$ cat config.mk
export PLATFORM = sky130hd
export DESIGN_NAME = data_mem_subsystem
export DESIGN_NICKNAME = d
export VERILOG_FILES = /design/src/rtl/data_mem_pkg.sv /design/src/rtl/tx_fifo.sv /design/src/rtl/data_mem_subsystem.sv
export SDC_FILE = /design/constraint.sdc
export NUM_CORES = 2
export LEC_CHECK = 0
export ABC_AREA = 1
export BUFFER_PORTS_ARGS = -buffer_cell sky130_fd_sc_hd__buf_2
export CAP_MARGIN = 20
export CORE_ASPECT_RATIO = 0.8
export CORE_MARGIN = 2
export CORE_UTILIZATION = 45
export CTS_CLUSTER_SIZE = 14
export DETAILED_ROUTE_END_ITERATION = 6
export SYNTH_ARGS = -nofsm -noshare
export SYNTH_HDL_FRONTEND = slang
export SYNTH_SLANG_ARGS = --single-unit
$ cat constraint.sdc
create_clock -name clk -period 5.39 [get_ports clk]
set_input_delay 1.3475 -clock clk [delete_from_list [all_inputs] [get_ports clk]]
set_output_delay 1.3475 -clock clk [all_outputs]
set_load 0.05 [all_outputs]
$ cat src/rtl/data_mem_pkg.sv
// Shared address map for the core's data-side responder.
// RAM/MMIO region bases, MMIO register offsets and STATUS bit positions.
package data_mem_pkg;

  localparam logic [3:0]  RAM_REGION = 4'h0;
  localparam logic [23:0] MMIO_BASE  = 24'hF00000;

  localparam logic [7:0] OFS_TIMER     = 8'h00;
  localparam logic [7:0] OFS_TIMER_CMP = 8'h04;
  localparam logic [7:0] OFS_STATUS    = 8'h08;
  localparam logic [7:0] OFS_TX_DATA   = 8'h0C;
  localparam logic [7:0] OFS_GPIO_OUT  = 8'h10;

  localparam int ST_FULL  = 0;
  localparam int ST_EMPTY = 1;
  localparam int ST_MATCH = 2;

endpackage

$ cat src/rtl/tx_fifo.sv
// Byte FIFO for the console transmitter; push visible at the head one cycle later.
// Push into a full FIFO is dropped unless a pop happens at the same edge.
module tx_fifo #(
  parameter int DEPTH = 4
) (
  input  logic       clk_i,
  input  logic       reset_ni,
  input  logic       push_i,
  input  logic [7:0] push_dat_i,
  input  logic       pop_i,
  output logic [7:0] head_dat_o,
  output logic       full_o,
  output logic       empty_o
);

  localparam int AW = $clog2(DEPTH);
  localparam logic [AW:0] PTR_ONE = {{AW{1'b0}}, 1'b1};

  logic [7:0]  mem_q [DEPTH];
  logic [AW:0] wr_ptr_q, wr_ptr_d;
  logic [AW:0] rd_ptr_q, rd_ptr_d;
  logic        do_push, do_pop;

  // Extra pointer bit separates the full and empty cases when indices match.
  assign empty_o = (wr_ptr_q == rd_ptr_q);
  assign full_o  = (wr_ptr_q[AW] != rd_ptr_q[AW]) &&
                   (wr_ptr_q[AW-1:0] == rd_ptr_q[AW-1:0]);

  assign do_pop     = pop_i && !empty_o;
  assign do_push    = push_i && (!full_o || do_pop);
  assign head_dat_o = mem_q[rd_ptr_q[AW-1:0]];

  always_comb begin
    wr_ptr_d = wr_ptr_q;
    rd_ptr_d = rd_ptr_q;
    if (do_push) wr_ptr_d = wr_ptr_q + PTR_ONE;
    if (do_pop)  rd_ptr_d = rd_ptr_q + PTR_ONE;
  end

  always_ff @(posedge clk_i) begin
    if (!reset_ni) begin
      wr_ptr_q <= '0;
      rd_ptr_q <= '0;
    end else begin
      wr_ptr_q <= wr_ptr_d;
      rd_ptr_q <= rd_ptr_d;
    end
  end

  always_ff @(posedge clk_i) begin
    if (do_push) mem_q[wr_ptr_q[AW-1:0]] <= push_dat_i;
  end

endmodule

$ cat src/rtl/data_mem_subsystem.sv
// Data-side responder: word RAM plus timer/GPIO/console MMIO; loads are combinational.
// Stores commit on the edge; console bytes drain by tx_valid/tx_ready, overflow pushes drop.
module data_mem_subsystem
  import data_mem_pkg::*;
#(
  parameter int RAM_WORDS  = 64,
  parameter int FIFO_DEPTH = 4
) (
  input  logic        clk,
  input  logic        reset,
  input  logic        mem_write,
  input  logic [31:0] data_memory_addr,
  input  logic [31:0] write_data,
  output logic [31:0] read_data,
  output logic [7:0]  tx_data,
  output logic        tx_valid,
  input  logic        tx_ready,
  output logic [31:0] gpio_out,
  output logic        timer_irq
);

  localparam int IDX_W = $clog2(RAM_WORDS);

  logic [31:0] ram_q [RAM_WORDS];
  logic [31:0] timer_q, timer_d;
  logic [31:0] cmp_q, cmp_d;
  logic [31:0] gpio_q, gpio_d;
  logic        match_q, match_d;

  logic             ram_sel, mmio_sel, wr_en;
  logic [7:0]       ofs;
  logic [IDX_W-1:0] ram_idx;
  logic             cmp_we, gpio_we, match_clr, tx_push;
  logic             fifo_full, fifo_empty;
  logic [31:0]      status;

  assign ram_sel  = (data_memory_addr[31:28] == RAM_REGION);
  assign mmio_sel = (data_memory_addr[31:8] == MMIO_BASE);
  assign ofs      = data_memory_addr[7:0];
  assign ram_idx  = data_memory_addr[IDX_W+1:2];
  assign wr_en    = mem_write && reset;

  assign cmp_we    = wr_en && mmio_sel && (ofs == OFS_TIMER_CMP);
  assign gpio_we   = wr_en && mmio_sel && (ofs == OFS_GPIO_OUT);
  assign match_clr = wr_en && mmio_sel && (ofs == OFS_STATUS) && write_data[ST_MATCH];
  assign tx_push   = wr_en && mmio_sel && (ofs == OFS_TX_DATA);

  always_ff @(posedge clk) begin
    if (wr_en && ram_sel) ram_q[ram_idx] <= write_data;
  end

  always_comb begin
    timer_d = timer_q + 32'd1;
    cmp_d   = cmp_we ? write_data : cmp_q;
    gpio_d  = gpio_we ? write_data : gpio_q;
    // A match on the same edge as a W1C clear keeps the flag set.
    match_d = (timer_q == cmp_q) || (match_q && !match_clr);
  end

  always_ff @(posedge clk) begin
    if (!reset) begin
      timer_q <= '0;
      cmp_q   <= 32'hFFFF_FFFF;
      gpio_q  <= '0;
      match_q <= 1'b0;
    end else begin
      timer_q <= timer_d;
      cmp_q   <= cmp_d;
      gpio_q  <= gpio_d;
      match_q <= match_d;
    end
  end

  tx_fifo #(.DEPTH(FIFO_DEPTH)) u_tx_fifo (
    .clk_i      (clk),
    .reset_ni   (reset),
    .push_i     (tx_push),
    .push_dat_i (write_data[7:0]),
    .pop_i      (tx_ready),
    .head_dat_o (tx_data),
    .full_o     (fifo_full),
    .empty_o    (fifo_empty)
  );

  assign tx_valid  = !fifo_empty;
  assign gpio_out  = gpio_q;
  assign timer_irq = match_q;

  always_comb begin
    status           = '0;
    status[ST_FULL]  = fifo_full;
    status[ST_EMPTY] = fifo_empty;
    status[ST_MATCH] = match_q;
  end

  always_comb begin
    read_data = '0;
    if (ram_sel) begin
      read_data = ram_q[ram_idx];
    end else if (mmio_sel) begin
      case (ofs)
        OFS_TIMER:     read_data = timer_q;
        OFS_TIMER_CMP: read_data = cmp_q;
        OFS_STATUS:    read_data = status;
        OFS_GPIO_OUT:  read_data = gpio_q;
        default:       read_data = '0;
      endcase
    end
  end

endmodule

-- Yosys cells after proc, flatten, opt, wreduce, memory -nomap -nowiden
Memories as Yosys holds them, arrays and structs flattened. A register that Yosys moved wholly into a read port is not among the register bits.
Cells that the tools add are included.
- register bits: 103
- memory bits (writable): 2080
- bits of input ports: 68
- output and inout port bits: 74
- memories kept: 2
- memories (memory ; depth ; bits a word ; rd ports ; clocked after memory_dff ; write ports ; RTL line ; RTL):
    ram_q ; 64 ; 32 ; 1 ; 0 ; 1 ; data_mem_subsystem.sv:24 ; logic [31:0] ram_q [RAM_WORDS];
    u_tx_fifo.mem_q ; 4 ; 8 ; 1 ; 1 ; 1 ; tx_fifo.sv:19 ; logic [7:0] mem_q [DEPTH];
- add/sub/neg operators: 3
- eq/ne operators: 9
- multiplexer cells: 9
- reduce and logical (&&, ||, !) cells: 19
- operators with widths (cell ; number):
    32-bit one-hot mux with 4 select lines ; 1
    32-bit two-way mux ; 2
    32-bit by 1-bit adder with 32-bit output, second input constant ; 1
    32-bit == test ; 1
    24-bit == test, second input constant ; 1
    8-bit by 4-bit == test with 1-bit output, second input constant ; 2
    1-bit logical AND ; 12
    8-bit by 3-bit == test with 1-bit output, second input constant ; 1
    8-bit by 5-bit == test with 1-bit output, second input constant ; 1
    8-bit zero test ; 1
    3-bit by 1-bit adder with 3-bit output, second input constant ; 2
    4-bit zero test ; 1
    1-bit two-way mux ; 4
    2-bit two-way mux ; 2
    3-bit == test ; 1
    1-bit zero test ; 3
    2-bit == test ; 1
    1-bit logical OR ; 2
    1-bit inequality test ; 1

-- Depth between registers and ports, before layout
- depth after elaboration: 7
- depth in mapped cells: 16
- mapped depth without buffers: 13

-- Modules after synthesis
Synthesis repeated with hierarchy kept, for this count alone.
- cell total of the unflattened synthesis: 8033
- area, all modules: 89354.4 µm²
- by module, submodules not included (module ; instances ; cells each ; area each (µm²)):
    data_mem_subsystem ; 1 ; 7891 ; 87710.4
    tx_fifo ; 1 ; 142 ; 1644.1

-- Least setup slack after synthesis
No wires, ideal clock.
- path kind: input to output
- from: input data_memory_addr[3]
- to: output read_data[4]
- arrival: 2842 ps
- path slack: 1201 ps
- stages on the path: 13
- path buffers: 4
- path through: buf_4 > inv_4 > buf_4 > buf_2 > buf_4 > nand2_1 > nand3_1 > nand3_1 > nand2_1 > nand2_1 > nand2_1 > o21ai_1 > nand2_1
- longest elaborated chain between the ends: 4
- elaborated cells on any way between the ends: 8
- RTL lines (what ; RTL line ; RTL):
    from (decl) ; data_mem_subsystem.sv:12 ; input logic [31:0] data_memory_addr,
    branches (longest 3 deep; another with memory read 64 x 32 bit) ; n/a ;
    32-bit two-way mux (*) ; data_mem_subsystem.sv:98 ; if (ram_sel) begin
    to (decl) ; data_mem_subsystem.sv:14 ; output logic [31:0] read_data,
Mark *: on every way between the ends.

-- Final worst setup path
- from: input data_memory_addr[4]
- to: output read_data[23]
Same word-level chain as after synthesis.

==> impl_metrics.tcl <==
set metrics [dict create \
    outcome "complete, no violations" \
    vias_per_cell 5.702 \
    drt_pass1_iterations 6 \
    hold_class "register to register" \
    ys_seq_area_frac 0.7249 \
    syn_avg_cell_area_um2 11.24 \
    core_area_mm2 0.1973 \
    insertion_delay_ns 0.85 \
    gp_congestion 0.8916 \
    wl_met1_um 121500 \
    top_layer "met5" \
    wl_per_cell_um 26.49 \
    hold_viol_final 0 \
    io_buffers 141 \
    dr_wl_met3_um 33600 \
    yosys_warnings 0 \
    first_global_vias 57970 \
    cts_root_buffer "clkbuf_16" \
    start_kind "primary input" \
    antenna_found_initial 17 \
    final_max_slew_viol_count 0 \
    clk_pin_slew_ns 0.06 \
    path_max_fanout 42 \
    postCtsHoldBufs 0 \
    final_common_cell "nand2_1" \
    grt.total_usage 0.2845 \
    wl_um 290700 \
    whs_ns 0.5059 \
    synth_area_leaders "edfxtp_1 (70%), nand2_1 (14%), nand3_1 (3.2%)" \
    endpoint_kind "output port" \
    fmax_mhz 186.5 \
    slew_headroom 0.2350 \
    ir_worst_vdd_v 0.0002574 \
    power_mw 34.82 \
    ys_ff_latch 2185 \
    finClkSkew_ns 0.02565 \
    post-place-ws_ns -0.3692 \
    rsz0062_at_grt "false" \
    drc 0 \
    final_cell_mix "nand2_1 (3439), edfxtp_1 (2080), nand3_1 (566)" \
    worst_pin_slew_ns 1.147 \
    cp.required_ns 4.04 \
    finalWorstSetupSlack_ns 0.02897 \
    drt_iter0_drc 9214 \
    critPathKind "primary input to output port" \
    grt_pass1_wl_um 415300 \
    cts_tree "done" \
    ant_nets 0 \
    synth_edf_count 2080 \
    p_per_area_mw_per_mm2 340.7 \
    fill_cells 16880 \
    cpMaxStageDelayCell "buf_4" \
    max_stage_delay_ns 0.33 \
    path_cells "buf_8 -> inv_8 -> buf_12 -> buf_4 -> nand3_1 -> nand3_1 -> nand2_1 -> nand2_1 -> nand2_1 -> o21ai_2 -> nand2_1 -> buf_12" \
    cts_made_buffers 205 \
    synth_top_area_share 0.7013 \
    finalSetupViolations 0 \
    synth-async-reset-ratio 0 \
    fin_cells 10970 \
    cp_top_family "buffers and inverters" \
    die_area_mm2 0.2015 \
    vias 62580 \
    p_leak_nw 38.09 \
    cts_setup_buffers 0 \
    syn_inst 7924 \
    fin_nets 8292 \
    cts.path.max_buffers 3 \
    grt_overflow 0 \
    synth.net_count 7998 \
    dr_wl_met2_um 126300 \
    die_w_um 501.4 \
    die_height_um 401.9 \
    min_period_ns 5.361 \
    syn_area_mm2 0.08907 \
    rows 146 \
    drv_cap 0 \
    tns_ns 0 \
    drive_above_1_share 0.1055 \
    cpMostUsedCell "nand2_1" \
    synth.distinct_cells 42 \
    grt_max_degree 89 \
    cp.arrival_ns 4.01 \
    min_period_over_period 0.9946 \
    ys.flop_type "edfxtp_1" \
    start_util 0.4515 \
    hpwl_um 173200 \
    path_buf_inv 5 \
    yosys.area.top_type "edfxtp_1" \
    dpl.cell_count 10600 \
    ios 142 \
    syn_to_final_growth_pct 14.74 \
    clock-sinks 2185 \
    cts_htree_levels 4 \
]
cell usage after synthesis, types with 11 or more instances:
| cell type | n |
|---|---|
| nand3_1 | 566 |
| buf_1 | 58 |
| a22oi_1 | 19 |
| o211ai_1 | 39 |
| xnor2_1 | 15 |
| xor2_1 | 18 |
| o21ai_1 | 30 |
| buf_4 | 34 |
| clkbuf_1 | 90 |
| nand2_1 | 3439 |
| buf_2 | 241 |
| nor2_1 | 318 |
| edfxtp_1 | 2080 |
| o21ai_0 | 42 |
| inv_1 | 238 |
| o22ai_1 | 11 |
| nor3_1 | 24 |
| dfxtp_1 | 105 |
| nand4_1 | 288 |
| a21oi_1 | 197 |
| nand3b_1 | 11 |
timing repair:
| action | in CTS | in global routing |
|---|---|---|
| cloned | 0 | 0 |
| hold endpoints to repair | 0 | 0 |
| endpoints found under the setup margin | 3 | 3 |
| gates resized for setup | 4 | 3 |
power breakdown:
| part | internal, mW | leakage, nW | switching [mW] |
|---|---|---|---|
| combinational | 0.581 | 15.5 | 1.74 |
| clock | 7.55 | 3.05 | 6.36 |
| sequential | 18.6 | 19.5 | 0.0135 |
tightest hold or removal path: cells and delay by family (launching register included):
| family | cells | cell delay [ns] |
|---|---|---|
| flip-flops | 1 | 0.34 |
| AO/OA/AOI/OAI | 1 | 0.06 |
| buffers and inverters | 1 | 0.07 |
cell type report:
class,count,area (um2),area share
antenna,5,12.51,0.0001224
clock buffer,264,5458,0.05340
clock inverter,104,813.3,0.007958
inverter,248,974.7,0.009537
multi-input combinational,5065,22050,0.2157
sequential,2185,64560,0.6317
tap,2590,3241,0.03171
timing repair buffer,513,5087,0.04978
path summary, 6_finish.rpt:
check                              from               endpoint  slack, ns  depth (start not counted)
setup / recovery    data_memory_addr[4]          read_data[23]       0.03                         12
hold / removal    u_tx_fifo.rd_ptr_q[2]  u_tx_fifo.rd_ptr_q[2]       0.51                          2
setup reg to reg  u_tx_fifo.rd_ptr_q[2]  u_tx_fifo.mem_q[0][0]       3.09                          6
hold reg to reg   u_tx_fifo.rd_ptr_q[2]  u_tx_fifo.rd_ptr_q[2]       0.51                          2
kinds of logic after synthesis:
kind of cell             synth area share
adder cells (fa/ha/maj)         0.0008428
buffers and inverters             0.03353
AO/OA/AOI/OAI                     0.02182
AND/OR/NAND/NOR                    0.2157
XOR/XNOR                         0.003245
flip-flops                         0.7249
per-stage QoR:
step,utilization,instance area [um2]
6_report,0.5180,102200
4_1_cts,0.5178,102200
3_5_place_dp,0.4859,95860
2_1_floorplan,-,89070
3_3_place_gp,0.4859,95860
5_1_grt,0.5179,102200
sequential cells by signal, summed over array words and instances, names as in the netlist, named ones only:
signal / cells
timer_q: 32
u_tx_fifo.mem_q: 32
cmp_q: 32
u_tx_fifo.rd_ptr_q: 3
ram_q: 2048
gpio_out: 32
timer_irq: 1
u_tx_fifo.wr_ptr_q: 3
metal layers:
layer	vias to the layer above	track usage
met2	3609	0.4175
met3	464	0.05968
met4	8	0.08698
met1	30700	0.4248
li1	27790	-
met5	-	0
Note: power is estimated with default switching activity, not from simulation.
